File: src/rtl/program_loader.sv
// Byte-stream program loader: packs little-endian bytes into 32-bit words
// and writes them sequentially into instruction memory while holding the CPU.
module program_loader #(
    parameter int ADDR_WIDTH = 8,
    parameter int DATA_WIDTH = 32
) (
    input  logic                  clk,
    input  logic                  rst,
    input  logic                  start,
    input  logic                  byte_valid,
    input  logic [7:0]            byte_data,
    input  logic                  byte_last,
    output logic                  byte_ready,
    output logic                  mem_we,
    output logic [ADDR_WIDTH-1:0] mem_addr,
    output logic [DATA_WIDTH-1:0] mem_wdata,
    output logic                  cpu_hold,
    output logic                  done,
    output logic [ADDR_WIDTH:0]   word_count,
    output logic                  err_partial,
    output logic                  err_overflow
);

    typedef enum logic [1:0] {
        S_IDLE,
        S_LOAD,
        S_WRITE,
        S_DONE
    } state_t;

    localparam logic [ADDR_WIDTH-1:0] PTR_ONE = 1;
    localparam logic [ADDR_WIDTH:0]   CNT_ONE = 1;

    state_t                state_q, state_d;
    logic [1:0]            idx_q, idx_d;
    logic [ADDR_WIDTH-1:0] wptr_q, wptr_d;
    logic [ADDR_WIDTH:0]   cnt_q, cnt_d;
    logic [DATA_WIDTH-1:0] asm_q, asm_d;
    logic                  last_q, last_d;
    logic                  perr_q, perr_d;
    logic                  oerr_q, oerr_d;

    always_ff @(posedge clk) begin
        if (rst) begin
            state_q <= S_IDLE;
            idx_q   <= '0;
            wptr_q  <= '0;
            cnt_q   <= '0;
            asm_q   <= '0;
            last_q  <= 1'b0;
            perr_q  <= 1'b0;
            oerr_q  <= 1'b0;
        end else begin
            state_q <= state_d;
            idx_q   <= idx_d;
            wptr_q  <= wptr_d;
            cnt_q   <= cnt_d;
            asm_q   <= asm_d;
            last_q  <= last_d;
            perr_q  <= perr_d;
            oerr_q  <= oerr_d;
        end
    end

    always_comb begin
        state_d = state_q;
        idx_d   = idx_q;
        wptr_d  = wptr_q;
        cnt_d   = cnt_q;
        asm_d   = asm_q;
        last_d  = last_q;
        perr_d  = perr_q;
        oerr_d  = oerr_q;
        unique case (state_q)
            S_IDLE, S_DONE: begin
                if (start) begin
                    state_d = S_LOAD;
                    idx_d   = '0;
                    wptr_d  = '0;
                    cnt_d   = '0;
                    asm_d   = '0;
                    last_d  = 1'b0;
                    perr_d  = 1'b0;
                    oerr_d  = 1'b0;
                end
            end
            S_LOAD: begin
                if (byte_valid) begin
                    asm_d[{idx_q, 3'b000} +: 8] = byte_data;
                    idx_d = idx_q + 2'd1;
                    if (byte_last) begin
                        last_d = 1'b1;
                        if (idx_q != 2'd3) perr_d = 1'b1;
                    end
                    if (idx_q == 2'd3 || byte_last) state_d = S_WRITE;
                end
            end
            S_WRITE: begin
                wptr_d = wptr_q + PTR_ONE;
                cnt_d  = cnt_q + CNT_ONE;
                idx_d  = '0;
                asm_d  = '0;
                if (last_q) begin
                    state_d = S_DONE;
                end else if (wptr_q == '1) begin
                    // Memory full before the stream ended: stop, never wrap.
                    state_d = S_DONE;
                    oerr_d  = 1'b1;
                end else begin
                    state_d = S_LOAD;
                end
            end
            default: state_d = S_IDLE;
        endcase
    end

    assign byte_ready   = (state_q == S_LOAD);
    assign mem_we       = (state_q == S_WRITE);
    assign cpu_hold     = (state_q == S_LOAD) || (state_q == S_WRITE);
    assign done         = (state_q == S_DONE);
    assign mem_addr     = wptr_q;
    assign mem_wdata    = asm_q;
    assign word_count   = cnt_q;
    assign err_partial  = perr_q;
    assign err_overflow = oerr_q;

endmodule

File: config.mk
export PLATFORM = sky130hd
export DESIGN_NAME = program_loader
export DESIGN_NICKNAME = d
export VERILOG_FILES = /design/src/rtl/program_loader.sv
export SDC_FILE = /design/constraint.sdc
export NUM_CORES = 1
export LEC_CHECK = 0
export CAP_MARGIN = 5
export CORE_ASPECT_RATIO = 0.5
export CORE_UTILIZATION = 35
export CTS_CLUSTER_DIAMETER = 30
export DETAILED_ROUTE_END_ITERATION = 8
export SYNTH_ARGS = -nofsm -noshare
export SYNTH_HDL_FRONTEND = slang
export SYNTH_SLANG_ARGS = --single-unit
File: constraint.sdc
create_clock -name clk -period 2.75 [get_ports clk]
set_clock_uncertainty 0.15 [all_clocks]
set_input_delay 0.275 -clock clk [delete_from_list [all_inputs] [get_ports clk]]
set_output_delay 0.275 -clock clk [all_outputs]
set_load 0.02 [all_outputs]
* Yosys cells after proc, flatten, opt, wreduce, memory -nomap -nowiden
Cells that the tools add are included. W data, S select, Z words.
Operators by class: $add $sub $neg 4, equality and inequality tests 13, shift operators 2, multiplexer cells 28, reductions and logical operators 12
Operator list (number):
- $pmux W32 S3 | 1
- $mux W32 | 2
- $bwmux W32 | 1
- $shift A8 B7 Y32 const A | 1
- $shiftx A8 B7 Y32 | 1
- $pmux W9 S2 | 1
- $pmux W8 S2 | 1
- $mux W2 | 7
- $pmux W2 S3 | 2
- $ne A2 B2 Y1 const B | 5
- $add A9 B1 Y9 const B | 1
- $mux W9 | 1
- $add A8 B1 Y8 const B | 1
- $eq A8 B8 Y1 const B | 1
- $mux W1 | 8
- $mux W8 | 1
- $reduce_and A4 Y1 | 2
- $neg A5 Y7 | 1
- $eq A2 B2 Y1 const B | 3
- $ne A2 B1 Y1 const B | 3
- $pmux W1 S2 | 3
- $reduce_and A5 Y1 | 1
- $reduce_and A2 Y1 | 2
- $reduce_bool A2 Y1 | 2
- other kinds (6) | 7
Storage, ports and cells: flip-flop bits (word level) 56, input port bits 13, output and inout port bits 55, word-level logic and storage cells 67

* Logic depth before layout (Yosys ltp)
Gate-level depths: netlist of the first run.
word-level depth 5, depth in mapped cells 9, depth with buffers taken out 6

* Worst setup path after synthesis of the first run
OpenSTA, ideal clock, no wires.
path type flip-flop to flip-flop, start point reg idx_q[0], end point reg asm_q[0] (netlist: mem_wdata[0]), setup time 0.128 ns, data arrival time 1.663 ns, data required time 2.472 ns, path slack 0.810 ns, cell stages (with the launch flop) 8, path buffers 1, clock period less this slack 1.940 ns, cells stage by stage dfxtp_1 > inv_1 > ha_1 > buf_2 > and4bb_2 > and2_1 > mux2i_1 > nor2_1
Between the ends: cells in the longest elaborated chain, start to end 5, elaborated cells between the ends (all ways) 6, classes of those cells 1 x add/sub; 2 x shift; 3 x mux
Ends and longest elaborated chain:
- start, declared | line 35 | logic [1:0] idx_q, idx_d;
- start signal, assigned | line 55 | idx_q <= idx_d;
- $neg A5 Y7 (*) | line 89 | asm_d[{idx_q, 3'b000} +: 8] = byte_data;
- $shiftx A8 B7 Y32 or $shift A8 B7 Y32 (tied branches) | line 89
- $bwmux W32 (*) | line 89
- $mux W32 (*) | line 88 | if (byte_valid) begin
- $pmux W32 S3 (*) | line 74 | unique case (state_q)
- end signal, assigned | line 58 | asm_q <= asm_d;
- end, declared | line 38 | logic [DATA_WIDTH-1:0] asm_q, asm_d;
Mark *: on every way between the ends. The rest lies on a longest branch, timed or not. The select of a mux whose other input is x is not followed. A chain may end at the register's enable or synchronous reset.

* Final worst setup path of the first run
start point reg state_q[0], end point out cpu_hold
Between the ends: cells in the longest elaborated chain, start to end 2, elaborated cells between the ends (all ways) 3, classes of those cells 2 x eq/ne; 1 x reduce/logical
Ends and longest elaborated chain:
- start, declared | line 34 | state_t state_q, state_d;
- start signal, assigned | line 54 | state_q <= state_d;
- $eq A2 B1 Y1 or $eq A2 B2 Y1 (tied branches) | line 119 | assign cpu_hold = (state_q == S_LOAD) || (state_q == S_WRITE);
- $logic_or A1 B1 Y1 (*) | line 119
- end, declared | line 17 | output logic cpu_hold,
Mark *: on every way between the ends. The rest lies on a longest branch, timed or not.

==> results of run 1 <==
-- layer usage --
layer | vias up | track usage [%] | wire length (um)
li1 | 1175 | - | -
met1 | 1092 | 20.7 | 3010
met2 | 46 | 29.4 | 2970
met3 | 6 | 3.74 | 265
met4 | 0 | 3.66 | 40
met5 | - | 0 | 0
-- layout by cell type (no fill, tap or decap), types with 7 or more instances in the layout --
cell,n
clkdlybuf4s50_1,67
nor2_1,58
dfxtp_1,56
mux2i_1,25
nand2_1,23
a21oi_1,20
nand3_1,18
ha_1,12
and2_1,8
xnor2_1,8
nor3_1,8
inv_1,7
o21ai_0,7
-- logic make-up after synthesis --
| kind of cell | count (synthesis) |
|---|---|
| AO/OA/AOI/OAI | 44 |
| XOR/XNOR | 8 |
| adder cells (fa/ha/maj) | 12 |
| buffers and inverters | 23 |
| flip-flops | 56 |
| multiplexers | 25 |
| AND/OR/NAND/NOR | 137 |
-- worst max-delay path: stages (launching register included) --
cell and delay (ns):
dfxtp_1 0.41, inv_1 0.07, ha_1 0.37, inv_1 0.09, clkdlybuf4s50_1 0.59
-- per-stage QoR --
step	hold slack, ns	instances	power, mW	util, %
floorplan	0.273	305	1.25	-
detailed placement	0.307	457	1.39	46.3
finish	0.315	465	2.03	48.4
global placement	0.298	457	1.38	46.3
CTS	0.318	465	2.05	48.4
global route	0.338	465	2.13	48.4
-- worst max path at each step --
stage               startpoint            end
global placement    state_q[0]   mem_wdata[6]
CTS                 state_q[0]       cpu_hold
finish              state_q[0]       cpu_hold
floorplan             idx_q[0]   mem_wdata[0]
detailed placement    idx_q[0]   mem_wdata[6]
global route        state_q[0]  mem_wdata[23]
-- registers in the layout, indices dropped and copies added, names as in the netlist --
name	flops
mem_wdata	32
word_count	9
mem_addr	8
idx_q	2
state_q	2
err_overflow	1
err_partial	1
last_q	1
-- synthesized netlist by cell type --
library cell / n
nand2_1: 23
o21a_1: 4
o31ai_1: 1
a31oi_1: 1
or3_1: 3
nor2b_1: 3
and2_1: 8
a211oi_1: 2
and4bb_2: 1
nor3b_1: 3
nor2_1: 58
mux2i_1: 25
nor4b_2: 1
o21ai_0: 7
a32oi_1: 3
nor4_4: 1
a21oi_1: 20
buf_2: 5
o21bai_1: 1
dfxtp_1: 56
nand3b_1: 1
buf_1: 1
ha_1: 12
buf_6: 1
nand3_1: 18
or3b_1: 1
nor3b_2: 1
buf_4: 3
a21oi_4: 3
xnor2_1: 8
nand4_1: 6
clkbuf_1: 6
a21o_1: 1
a21oi_2: 1
inv_1: 7
nand2b_1: 1
nor3_1: 8
-- power by group through the flow --
stage               Clock [mW]  Sequential (mW)  Combinational [mW]
floorplan                    0            0.888               0.366
global placement             0            0.872               0.512
detailed placement           0            0.874               0.517
CTS                      0.675            0.855               0.520
global route             0.708            0.859               0.565
finish                   0.657            0.855               0.517
-- layout make-up --
type	count	area [um2]	share of cell area [%]
Multi-Input combinational cell	226	1430	40.2
Inverter	7	26.3	0.739
Clock buffer	6	139	3.90
Timing Repair Buffer	72	708	19.9
Tap cell	96	120	3.38
Clock inverter	2	13.8	0.387
Sequential cell	56	1120	31.5
==> metrics, run 1 <==
Residual DRC=2; Int Power=about 1.4 mW; Worst-Skew Late Latency=0.29 ns; full die area=7980 um2; dpl ws=around 0.5 ns; row cnt=22; Starting Density=36.2%; setup TNS=0 ns; final net count=approximately 390; gpl congestion=a little over 0.8; final instance area=3560 um2; Clk pwr share=32.4%; RSZ-0062 raised after global routing=no; Flop pwr share=42.1%; Chip Width=about 130 um; largest net degree at the start of global routing=46; vias per cell=~5; drt total wl=6290 um; Synthesis Warnings=0; Slew Viols, Final=0; reg2reg end=mem_wdata[6]; Leak=roughly 1.3 nW; Synth Instances=305; hold path start=mem_wdata[31]; startpoint types=flip-flop; Root Driver=clkbuf_16; # setup viols final=0; Setup WS post-layout=0.509 ns; VDD IR max=0.000273 V; H-tree depth=2; worst endpoint required time=around 2.3 ns; post-CTS setup buffers=0; first-pass GRT wire length=10700 um; sequential fraction of the synthesis area=between 40% and 50%; fin crit share=roughly four fifths; total clock sinks=56; Worst setup EP type=output pin; CTS buffer count=5; post-route minimum period=2.24 ns; CTS resizes=0; clock buffer depth=2; status=finished, violations left; Die Ht=63.7 um; Synth Net Count=330; Power Density=570 nW/um2; worst slew pin tran=0.521 ns; Worst Reg-to-Reg Cells=6; failing checks=design-rule violations; Setup CP Type=flip-flop to output pin; drt first pass iters=6; top cells by area, synth=dfxtp_1 42%, mux2i_1 9.4%, nor2_1 8.2%; 1st-iter DRT viols=144; Hold Path Depth=2; Critical Path AT=between 1.5 and 2 ns; Routed wire per std cell=around 14 um; mux contribution to synthesized area=under 10%; All-Layer GR Usage=16.6%; DR vias=~2300; largest family of logic cells by synthesized area=simple AND/OR/NAND/NOR gates; Synth Area in Compound Gates=between 10% and 20%; Switch Pwr=0.624 mW; Final ANT Viol Nets=0; Placed Area=3400 um2; simple logic cell fraction of the synthesized area=25.0%; P&R area growth vs syn=33.7%; Synth Register Bits=56; reg-to-reg startpoint=idx_q[0]; Ports=68; Antenna Cells=0; vias in the first global route=2258; gr ovfl total=0; clock transition at the registers of the reported paths=0.07 ns; Worst R2R Setup Slack=0.54 ns; CTS tree=done; CP Max Fanout=6; Core Region=7350 um2; final number of hold-violating endpoints=0; dpl hpwl=around 4700 um; Combinational Power Share=25.5%; hold buffers post-CTS=0; initial antenna violation count=0; filler instances=740; share of the synthesized area in the top cell type=between 40% and 50%; Mapped Area=2660 um2; mean post-synth cell area=8.73 um2; Synth Area in Adders=5.64%; hold crit path type=flip-flop to flip-flop; headroom to the max-slew limit=approximately two thirds; Hold EP=mem_wdata[31]; PortBufs=67; XOR/XNOR Fraction of Synth Area=between 2 and 3%; layout cell share with drive strength beyond 1=under 10%; Synth area leader=dfxtp_1; Synth cell types=37; fmax=roughly 0.45 GHz; max-cap violation count=0; switching part of the total power=between 30% and 40%
No activity file was read; power rests on OpenSTA's default activity.
==> run 2, diff against run 1 <==
==> constraint.sdc (replaced) <==
create_clock -name clk -period 1.9 [get_ports clk]
set_clock_uncertainty 0.15 [all_clocks]
set_input_delay 0.19 -clock clk [delete_from_list [all_inputs] [get_ports clk]]
set_output_delay 0.19 -clock clk [all_outputs]
set_load 0.02 [all_outputs]
==> metrics, run 2 (same netlist as run 1, synthesis figures left out) <==
Power Density=828 nW/um2 (+45%); hold crit path type=flip-flop to flip-flop; largest net degree at the start of global routing=22 (-52%); Residual DRC=2 (unchanged); final number of hold-violating endpoints=0 (unchanged); drt first pass iters=6 (unchanged); CTS tree=done; Int Power=2.26 mW (+61%); dpl hpwl=4880 um (+4.7%); initial antenna violation count=0 (unchanged); first-pass GRT wire length=10700 um (-0.45%); Setup WS post-layout=0.0693 ns (-0.439 ns); most frequent cells in the layout=64 x clkdlybuf4s50_1, 58 x nor2_1, 54 x dfxtp_1, 24 x mux2i_1, 23 x nand2_1; Switch Pwr=0.977 mW (+56%); VDD IR max=0.000404 V (+48%); max FFs per register=32 (unchanged); fin crit share=96.4%; PortBufs=67 (unchanged); gpl congestion=0.783 (-3.3%); switching part of the total power=30.2% (-0.61 points); Setup CP Type=flip-flop to flip-flop; gr ovfl total=0 (unchanged); Routed wire per std cell=13.7 um (+1.2%); DR vias=2427 (+4.7%); clock buffer depth=2 (unchanged); drt total wl=6710 um (+6.6%); CTS buffer count=5 (unchanged); Inst Count DP=474 (+3.7%); startpoint types=flip-flop; headroom to the max-slew limit=78.6% (+13 points); max-cap violation count=0 (unchanged); hold buffers post-CTS=0 (unchanged); Core Region=7350 um2 (unchanged); final net count=418 (+6.4%); worst slew pin tran=0.314 ns (-0.206 ns); row cnt=22 (unchanged); worst endpoint required time=1.94 ns (-0.39 ns); Largest delay share family, worst path=buffers and inverters; Worst setup EP type=flip-flop; Slew Viols, Final=0 (unchanged); Starting Density=36.2% (unchanged); Flop pwr share=38.0% (-4.1 points); dpl ws=-0.523 ns (-1.03 ns); Combinational Power Share=33.9% (+8.4 points); Final ANT Viol Nets=0 (unchanged); Leak=1.47 nW (+16%); H-tree depth=2 (unchanged); Cell Chain, Critical Path=inv_1 > ha_4 > buf_6 > mux2i_4 > clkbuf_16 > nor3_1 > xnor2_1 > nor2_1; commonest non-fill, non-tap cell in the layout=clkdlybuf4s50_1; filler instances=652 (-12%); post-route minimum period=1.83 ns; Post-Layout Cell Count=490 (+5.4%); vias per cell=4.95 (-0.68%); Chip Width=125 um (unchanged); Buf+Inv Stages, Crit Path=3 (unchanged); P&R area growth vs syn=47.0%; layout cell share with drive strength beyond 1=13.7% (+8.0 points); vias in the first global route=2251 (-0.31%); Die Ht=63.7 um (unchanged); slowest CP cell=mux2i_4; Antenna Cells=0 (unchanged); full die area=7980 um2 (unchanged); total clock sinks=56 (unchanged); Critical Path AT=1.87 ns (+0.05 ns); setup TNS=0 ns (unchanged); failing checks=design-rule violations; FF+latch area=1120 um2 (+0.22%); Clk pwr share=28.1% (-4.3 points); crit-path max cell delay=0.35 ns (-0.24 ns); fmax=about 0.55 GHz; All-Layer GR Usage=16.9% (+0.30 points); Root Driver=clkbuf_16; status=finished, violations left; 1st-iter DRT viols=141 (-2.1%); Worst-Skew Late Latency=0.29 ns (about the same); # setup viols final=0 (unchanged); Ports=68 (unchanged); CP Max Fanout=5 (-1); clock transition at the registers of the reported paths=0.07 ns (about the same); Multi-input gate area=1500 um2 (+5.3%); hold_ws=0.313 ns (-0.00218 ns)
[run 2: timing repair]
action / CTS / global route
resized for setup: 6 / 11
endpoints found under the setup margin: 42 / 19
pin swaps: 0 / 5
buffers inserted: 0 / 6
cloned: 0 / 2
[run 2: layout make-up]
class | instances | area share, %
Multi-Input combinational cell | 226 | 38.4
Sequential cell | 56 | 28.7
Timing Repair Buffer | 97 | 25.5
Clock buffer | 7 | 3.39
Tap cell | 96 | 3.07
Inverter | 7 | 0.672
Clock inverter | 1 | 0.224
[run 2: final timing paths]
check | from | to | slack [ns] | cells after the start
setup / recovery | state_q[0] | mem_addr[7] | 0.07 | 8
hold / removal | mem_wdata[31] | mem_wdata[31] | 0.31 | 2
setup reg to reg | state_q[0] | mem_addr[7] | 0.07 | 8
hold reg to reg | mem_wdata[31] | mem_wdata[31] | 0.31 | 2
[run 2: power groups by stage]
stage	registers, mW	clock network (mW)	logic [mW]
4_1_cts	1.23	0.940	0.937
3_3_place_gp	1.25	0	0.917
2_1_floorplan	1.29	0	0.536
6_report	1.23	0.911	1.10
5_1_grt	1.23	0.991	1.17
3_5_place_dp	1.26	0	0.931
[run 2: tightest hold or removal path, cell delays in order (launching register included)]
cell,delay (ns)
dfxtp_1,0.31
nand2_1,0.05
a21oi_1,0.05
[run 2: per-layer routing]
layer	up-vias	global-route usage, %	share of wire [%]
met3	9	4.08	4.0
li1	1217	-	-
met4	0	6.55	1.3
met2	50	28.8	48
met1	1151	20.8	47
met5	-	0	0
[run 2: per-stage QoR]
step                power, mW  utilization, %  instance area, um2
detailed placement       2.19            48.8                3590
CTS                      3.11            50.9                3740
global route             3.40            53.2                3910
global placement         2.17            48.8                3590
floorplan                1.82               -                2670
finish                   3.24            53.2                3910
